`src/rtl/bcd_digit_converter.sv`:
```
// Binary to BCD (double-dabble) or hex nibble digit converter, start/busy/done.
// Optional leading-zero blank mask: define BCD_DIGIT_CONVERTER_BLANK_EN.
module bcd_digit_converter #(
  parameter int WIDTH  = 10,
  parameter int DIGITS = 3
) (
  input  logic                  clk,
  input  logic                  reset_n,
  input  logic                  start,
  input  logic                  hex_mode,
  input  logic [WIDTH-1:0]      value,
  output logic                  busy,
  output logic                  done,
  output logic [4*DIGITS-1:0]   digits,
  output logic                  overflow,
  output logic [DIGITS-1:0]     blank
);

  localparam int DW = 4 * DIGITS;
  localparam int CW = $clog2(WIDTH + 1);

  function automatic logic [35:0] f_dec_max();
    logic [35:0] m;
    m = 36'd1;
    for (int i = 0; i < DIGITS; i++) m = m * 36'd10;
    return m - 36'd1;
  endfunction

  localparam logic [35:0] DEC_MAX = f_dec_max();
  localparam logic [36:0] HEX_LIM = 37'd1 << DW;

  typedef enum logic [1:0] {
    S_IDLE,
    S_SHIFT,
    S_HEX,
    S_FINISH
  } state_t;

  state_t          r_state;
  logic [WIDTH-1:0] r_sr;
  logic [WIDTH-1:0] r_val;
  logic [DW-1:0]    r_bcd;
  logic [CW-1:0]    r_cnt;
  logic             r_done;
  logic [DW-1:0]    r_digits;
  logic             r_ovf;

  logic [DW-1:0]    w_adj;
  logic [35:0]      w_val36;
  logic             w_nx_ovf;
  logic [DW-1:0]    w_nx_digits;

  assign w_val36 = 36'(r_val);

  always_comb begin
    w_adj = r_bcd;
    for (int i = 0; i < DIGITS; i++) begin
      if (r_bcd[4*i+:4] >= 4'd5) w_adj[4*i+:4] = r_bcd[4*i+:4] + 4'd3;
    end
  end

  // Result selection shared by the hex and decimal completion states.
  always_comb begin
    w_nx_ovf    = 1'b0;
    w_nx_digits = '0;
    if (r_state == S_HEX) begin
      w_nx_ovf    = {1'b0, w_val36} >= HEX_LIM;
      w_nx_digits = w_nx_ovf ? {DW{1'b1}} : DW'(r_val);
    end else begin
      w_nx_ovf    = w_val36 > DEC_MAX;
      w_nx_digits = w_nx_ovf ? {DIGITS{4'h9}} : r_bcd;
    end
  end

  always_ff @(posedge clk or negedge reset_n) begin
    if (!reset_n) begin
      r_state  <= S_IDLE;
      r_sr     <= '0;
      r_val    <= '0;
      r_bcd    <= '0;
      r_cnt    <= '0;
      r_done   <= 1'b0;
      r_digits <= '0;
      r_ovf    <= 1'b0;
    end else begin
      r_done <= 1'b0;
      unique case (r_state)
        S_IDLE: begin
          if (start) begin
            r_sr    <= value;
            r_val   <= value;
            r_bcd   <= '0;
            r_cnt   <= '0;
            r_state <= hex_mode ? S_HEX : S_SHIFT;
          end
        end
        S_SHIFT: begin
          r_bcd <= {w_adj[DW-2:0], r_sr[WIDTH-1]};
          r_sr  <= r_sr << 1;
          r_cnt <= r_cnt + 1'b1;
          if (r_cnt == CW'(WIDTH - 1)) r_state <= S_FINISH;
        end
        S_HEX, S_FINISH: begin
          r_digits <= w_nx_digits;
          r_ovf    <= w_nx_ovf;
          r_done   <= 1'b1;
          r_state  <= S_IDLE;
        end
        default: r_state <= S_IDLE;
      endcase
    end
  end

`ifdef BCD_DIGIT_CONVERTER_BLANK_EN
  localparam logic [DIGITS-1:0] BLANK_RST = ~DIGITS'(1);

  function automatic logic [DIGITS-1:0] f_blank(input logic [DW-1:0] d);
    logic [DIGITS-1:0] b;
    logic              z;
    b = '0;
    z = 1'b1;
    for (int i = DIGITS - 1; i >= 1; i--) begin
      z    = z & (d[4*i+:4] == 4'h0);
      b[i] = z;
    end
    return b;
  endfunction

  logic [DIGITS-1:0] r_blank;

  always_ff @(posedge clk or negedge reset_n) begin
    if (!reset_n) begin
      r_blank <= BLANK_RST;
    end else if (r_state == S_HEX || r_state == S_FINISH) begin
      r_blank <= w_nx_ovf ? '0 : f_blank(w_nx_digits);
    end
  end

  assign blank = r_blank;
`else
  assign blank = '0;
`endif

  assign busy     = (r_state != S_IDLE);
  assign done     = r_done;
  assign digits   = r_digits;
  assign overflow = r_ovf;

endmodule

```
`config.mk`:
```
export PLATFORM = sky130hd
export DESIGN_NAME = bcd_digit_converter
export DESIGN_NICKNAME = d
export VERILOG_FILES = /design/src/rtl/bcd_digit_converter.sv
export SDC_FILE = /design/constraint.sdc
export NUM_CORES = 1
export LEC_CHECK = 0
export CORE_MARGIN = 4
export CORE_UTILIZATION = 55
export CTS_BUF_LIST = sky130_fd_sc_hd__clkbuf_8
export DETAILED_ROUTE_END_ITERATION = 10
export PLACE_DENSITY = 0.88
export SETUP_SLACK_MARGIN = 0.2
export SLEW_MARGIN = 20
export SYNTH_ARGS = -nofsm -noshare
export SYNTH_HDL_FRONTEND = slang
export SYNTH_SLANG_ARGS = --single-unit
```
`constraint.sdc`:
```
create_clock -name clk -period 4.5 [get_ports clk]
set_input_delay 0.9 -clock clk [delete_from_list [all_inputs] [get_ports clk]]
set_output_delay 0.9 -clock clk [all_outputs]
set_load 0.02 [all_outputs]
```
==> results by group <==
Outcome
  • Status: completed

Critical path
  • WP data arrival: 1.82 ns
  • Worst setup EP type: output pin
  • R2R Path End: r_val[9]
  • Critical Path, Cell by Cell: or2_2 -> clkdlybuf4s50_1
  • CP max stage delay: 0.71 ns
  • Flop2flop setup slack: 2.31 ns
  • Critical path peak fanout: 16
  • CP top delay family: flip-flops
  • Slowest CP cell: dfrtp_1
  • CP required: 3.60 ns
  • CP Buf/Inv Count: 1
  • Crit start category: register
  • Crit path kind: reg -> out
  • Reg2reg path depth: 3
  • Reg2reg start: r_state[1]

Global route
  • Largest net degree at the start of global routing: 53
  • Vias in the first global route: 1692
  • First-pass GRT wire length: 8240 um
  • All-Layer GR Usage: 20.0%
  • Initial antenna violation count: 0
  • GRT overflow: 0

Timing
  • Slew Limit Headroom: a little over two fifths
  • Clock skew: 0.0123 ns
  • Final Setup Violations: 0
  • Total negative slack: 0 ns
  • Final period util: 60.5%
  • Max Clk Rate: 367 MHz
  • Worst hold slack: 0.472 ns
  • Final Hold Viols: 0
  • Pins Over Slew Limit: 0
  • Worst-Margin Slew: 0.840 ns
  • RSZ-0062 raised after global routing: no
  • Final min period: between 2 and 3 ns

Yosys
  • Asr flop ratio synth: 100%
  • Synthesis warning total: 0
  • Post-synthesis register bit count: 52
  • Post-synth cell types: 37
  • Post-Synthesis Mean Instance Area: 10.7 um2
  • Post-synthesis sequential area ratio: 54.0%
  • Ys flop type: dfrtp_1
  • Post-synthesis cell count: 225
  • Number of enable flip-flop cells after synthesis: 0
  • Post-Syn Area: between 0.002 and 0.0025 mm2

Drt
  • DRT Wirelength: approximately 5000 um
  • Pre-antenna DRT Iters: 4
  • # DRC: 0
  • Final ANT Viol Nets: 0
  • Via density: 5.82
  • Via count: 1751
  • Drt wl/cell: 16.6 um
  • 1st-iter DRT viols: 156

Clock tree
  • Total CTS buffers: 5
  • Clk Tree Root Cell: clkbuf_8
  • Clk sinks: 52
  • Post-cts sizing count: 0
  • CTS tree: built
  • Max clock buf depth: 2
  • Clk Latency, worst-skew pair: 0.31 ns
  • CTS H-tree depth: 2
  • Post-CTS setup buffers: 0
  • Hold Buf Count CTS: 0
  • Clock-pin slew on the worst setup and hold paths: 0.09 ns

Layout
  • Ratio of cells with drive above 1 in the final layout: 11.2%
  • Design Area, Final: between 0.002 and 0.003 mm2
  • Final std cells w/o fill: 301
  • Synth-to-Final Area Change: 15.9%
  • Final nets: 272
  • Antenna Cells: 0

Min path
  • Hold path start: r_sr[3]
  • Worst Hold Endpoint: r_sr[3]
  • Hold path depth: 2
  • Hold crit path type: reg -> reg

Power
  • Power per Cell Area: 770 mW/mm2
  • Static Leakage: 1.24 nW
  • VDD IR-drop max: 0.433 mV

Die
  • Core Box Area: 0.00412 mm2
  • Row count: 23
  • Die Span Y: 74.2 um
  • IO Count: 32
  • DIE AREA: 0.00550 mm2
  • Chip width: 74.2 um
  • Initial Util: 58.6%

Placed design
  • Final GP Congestion: 0.784
  • Placed Cells: 293
  • Placement Cell Area: 0.00268 mm2
  • DP HPWL: 3500 um
  • I/O Buffers: 28

Run
  • # Max-Cap Violations: 0
-- cell usage after synthesis (4+ instances only) --
cell type | n | area [um2]
inv_1 | 11 | 41.3
a22oi_1 | 11 | 82.6
nor3_1 | 4 | 20.0
nand2b_1 | 5 | 31.3
dfrtp_1 | 52 | 1300
o21ai_0 | 10 | 50.1
mux2_2 | 12 | 135
buf_2 | 8 | 40.0
ha_1 | 8 | 100
nor2_1 | 12 | 45.0
o22ai_1 | 11 | 68.8
buf_4 | 4 | 30.0
nand2_1 | 32 | 120
xor2_1 | 4 | 35.0
a21oi_1 | 8 | 40.0
-- cells in the final DEF (no fill, tap or decap), drive strengths merged, types with 5 or more instances in the layout --
master         synthesis  final
dfrtp                 52     52
ha                     8      8
mux2                  12     12
inv                   11     11
clkdlybuf4s50          0     27
a21oi                  8      8
o22ai                 11     11
nor2                  13     13
clkbuf                 1      5
a22oi                 11     11
o21ai                 10     10
nand2                 32     32
nand2b                 5      5
-- where the power goes --
group / internal [mW] / leakage [nW] / switching, mW / total, mW
Clock: 0.165 / 0.0541 / 0.156 / 0.321
Sequential: 0.689 / 0.644 / 0.188 / 0.877
Combinational: 0.440 / 0.545 / 0.513 / 0.952
Total: 1.29 / 1.24 / 0.857 / 2.15
-- cell families (layout without fill, tap and decap cells) --
logic type | after synthesis | count (layout) | share of synthesized area (%)
multiplexers | 13 | 13 | 6.02
buffers and inverters | 26 | 50 | 5.71
flip-flops | 52 | 52 | 54.0
AO/OA/AOI/OAI | 53 | 53 | 14.8
other | 1 | 3 | 0.156
AND/OR/NAND/NOR | 65 | 65 | 12.6
XOR/XNOR | 7 | 7 | 2.54
adder cells (fa/ha/maj) | 8 | 8 | 4.15
-- through the flow --
step | setup slack [ns] | total power, mW | util (%)
finish | 1.78 | 2.15 | 67.9
global route | 1.68 | 2.30 | 67.9
CTS | 1.75 | 2.15 | 67.9
detailed placement | 1.54 | 1.83 | 65.2
global placement | 1.61 | 1.78 | 65.2
floorplan | 2.62 | 1.54 | -
-- sequential cells by signal (all words and copies together) (netlist names) --
signal and flops:
r_sr 10, r_state 2, done 1, digits 12
r_val 10, overflow 1, r_bcd 12, r_cnt 4
-- worst max path at each step --
stage	endpoint	depth (start not counted)	start	slack, ns
floorplan	busy	3	r_state[1]	2.62
global placement	r_val[7]	4	start	1.61
detailed placement	r_val[9]	4	start	1.54
CTS	busy	2	r_state[1]	1.75
global route	busy	2	r_state[1]	1.68
finish	busy	2	r_state[1]	1.78
-- layout make-up --
type | count | area, um2
flip-flops and latches | 52 | 1300
well taps | 50 | 62.6
multi-input cells | 149 | 978
clock inverters | 3 | 42.5
fillers | 328 | 1320
clock buffers | 5 | 68.8
repair buffers | 31 | 298
inverters | 11 | 41.3
-- worst reg2reg max path, delay by kind of cell (launching register included) --
family	cells	cell delay, ns
AND/OR/NAND/NOR	1	0.78
flip-flops	1	0.59
buffers and inverters	1	0.35
multiplexers	1	0.36
-- metal layers --
metal / vias up / global-route usage [%] / part of all wire, %
met5: - / 0 / 0
met4: 0 / 7.65 / 1.3
met3: 9 / 4.19 / 7.3
met2: 56 / 31.3 / 47
met1: 862 / 27.7 / 45
li1: 824 / - / -
(Power assumes the default switching activity.)
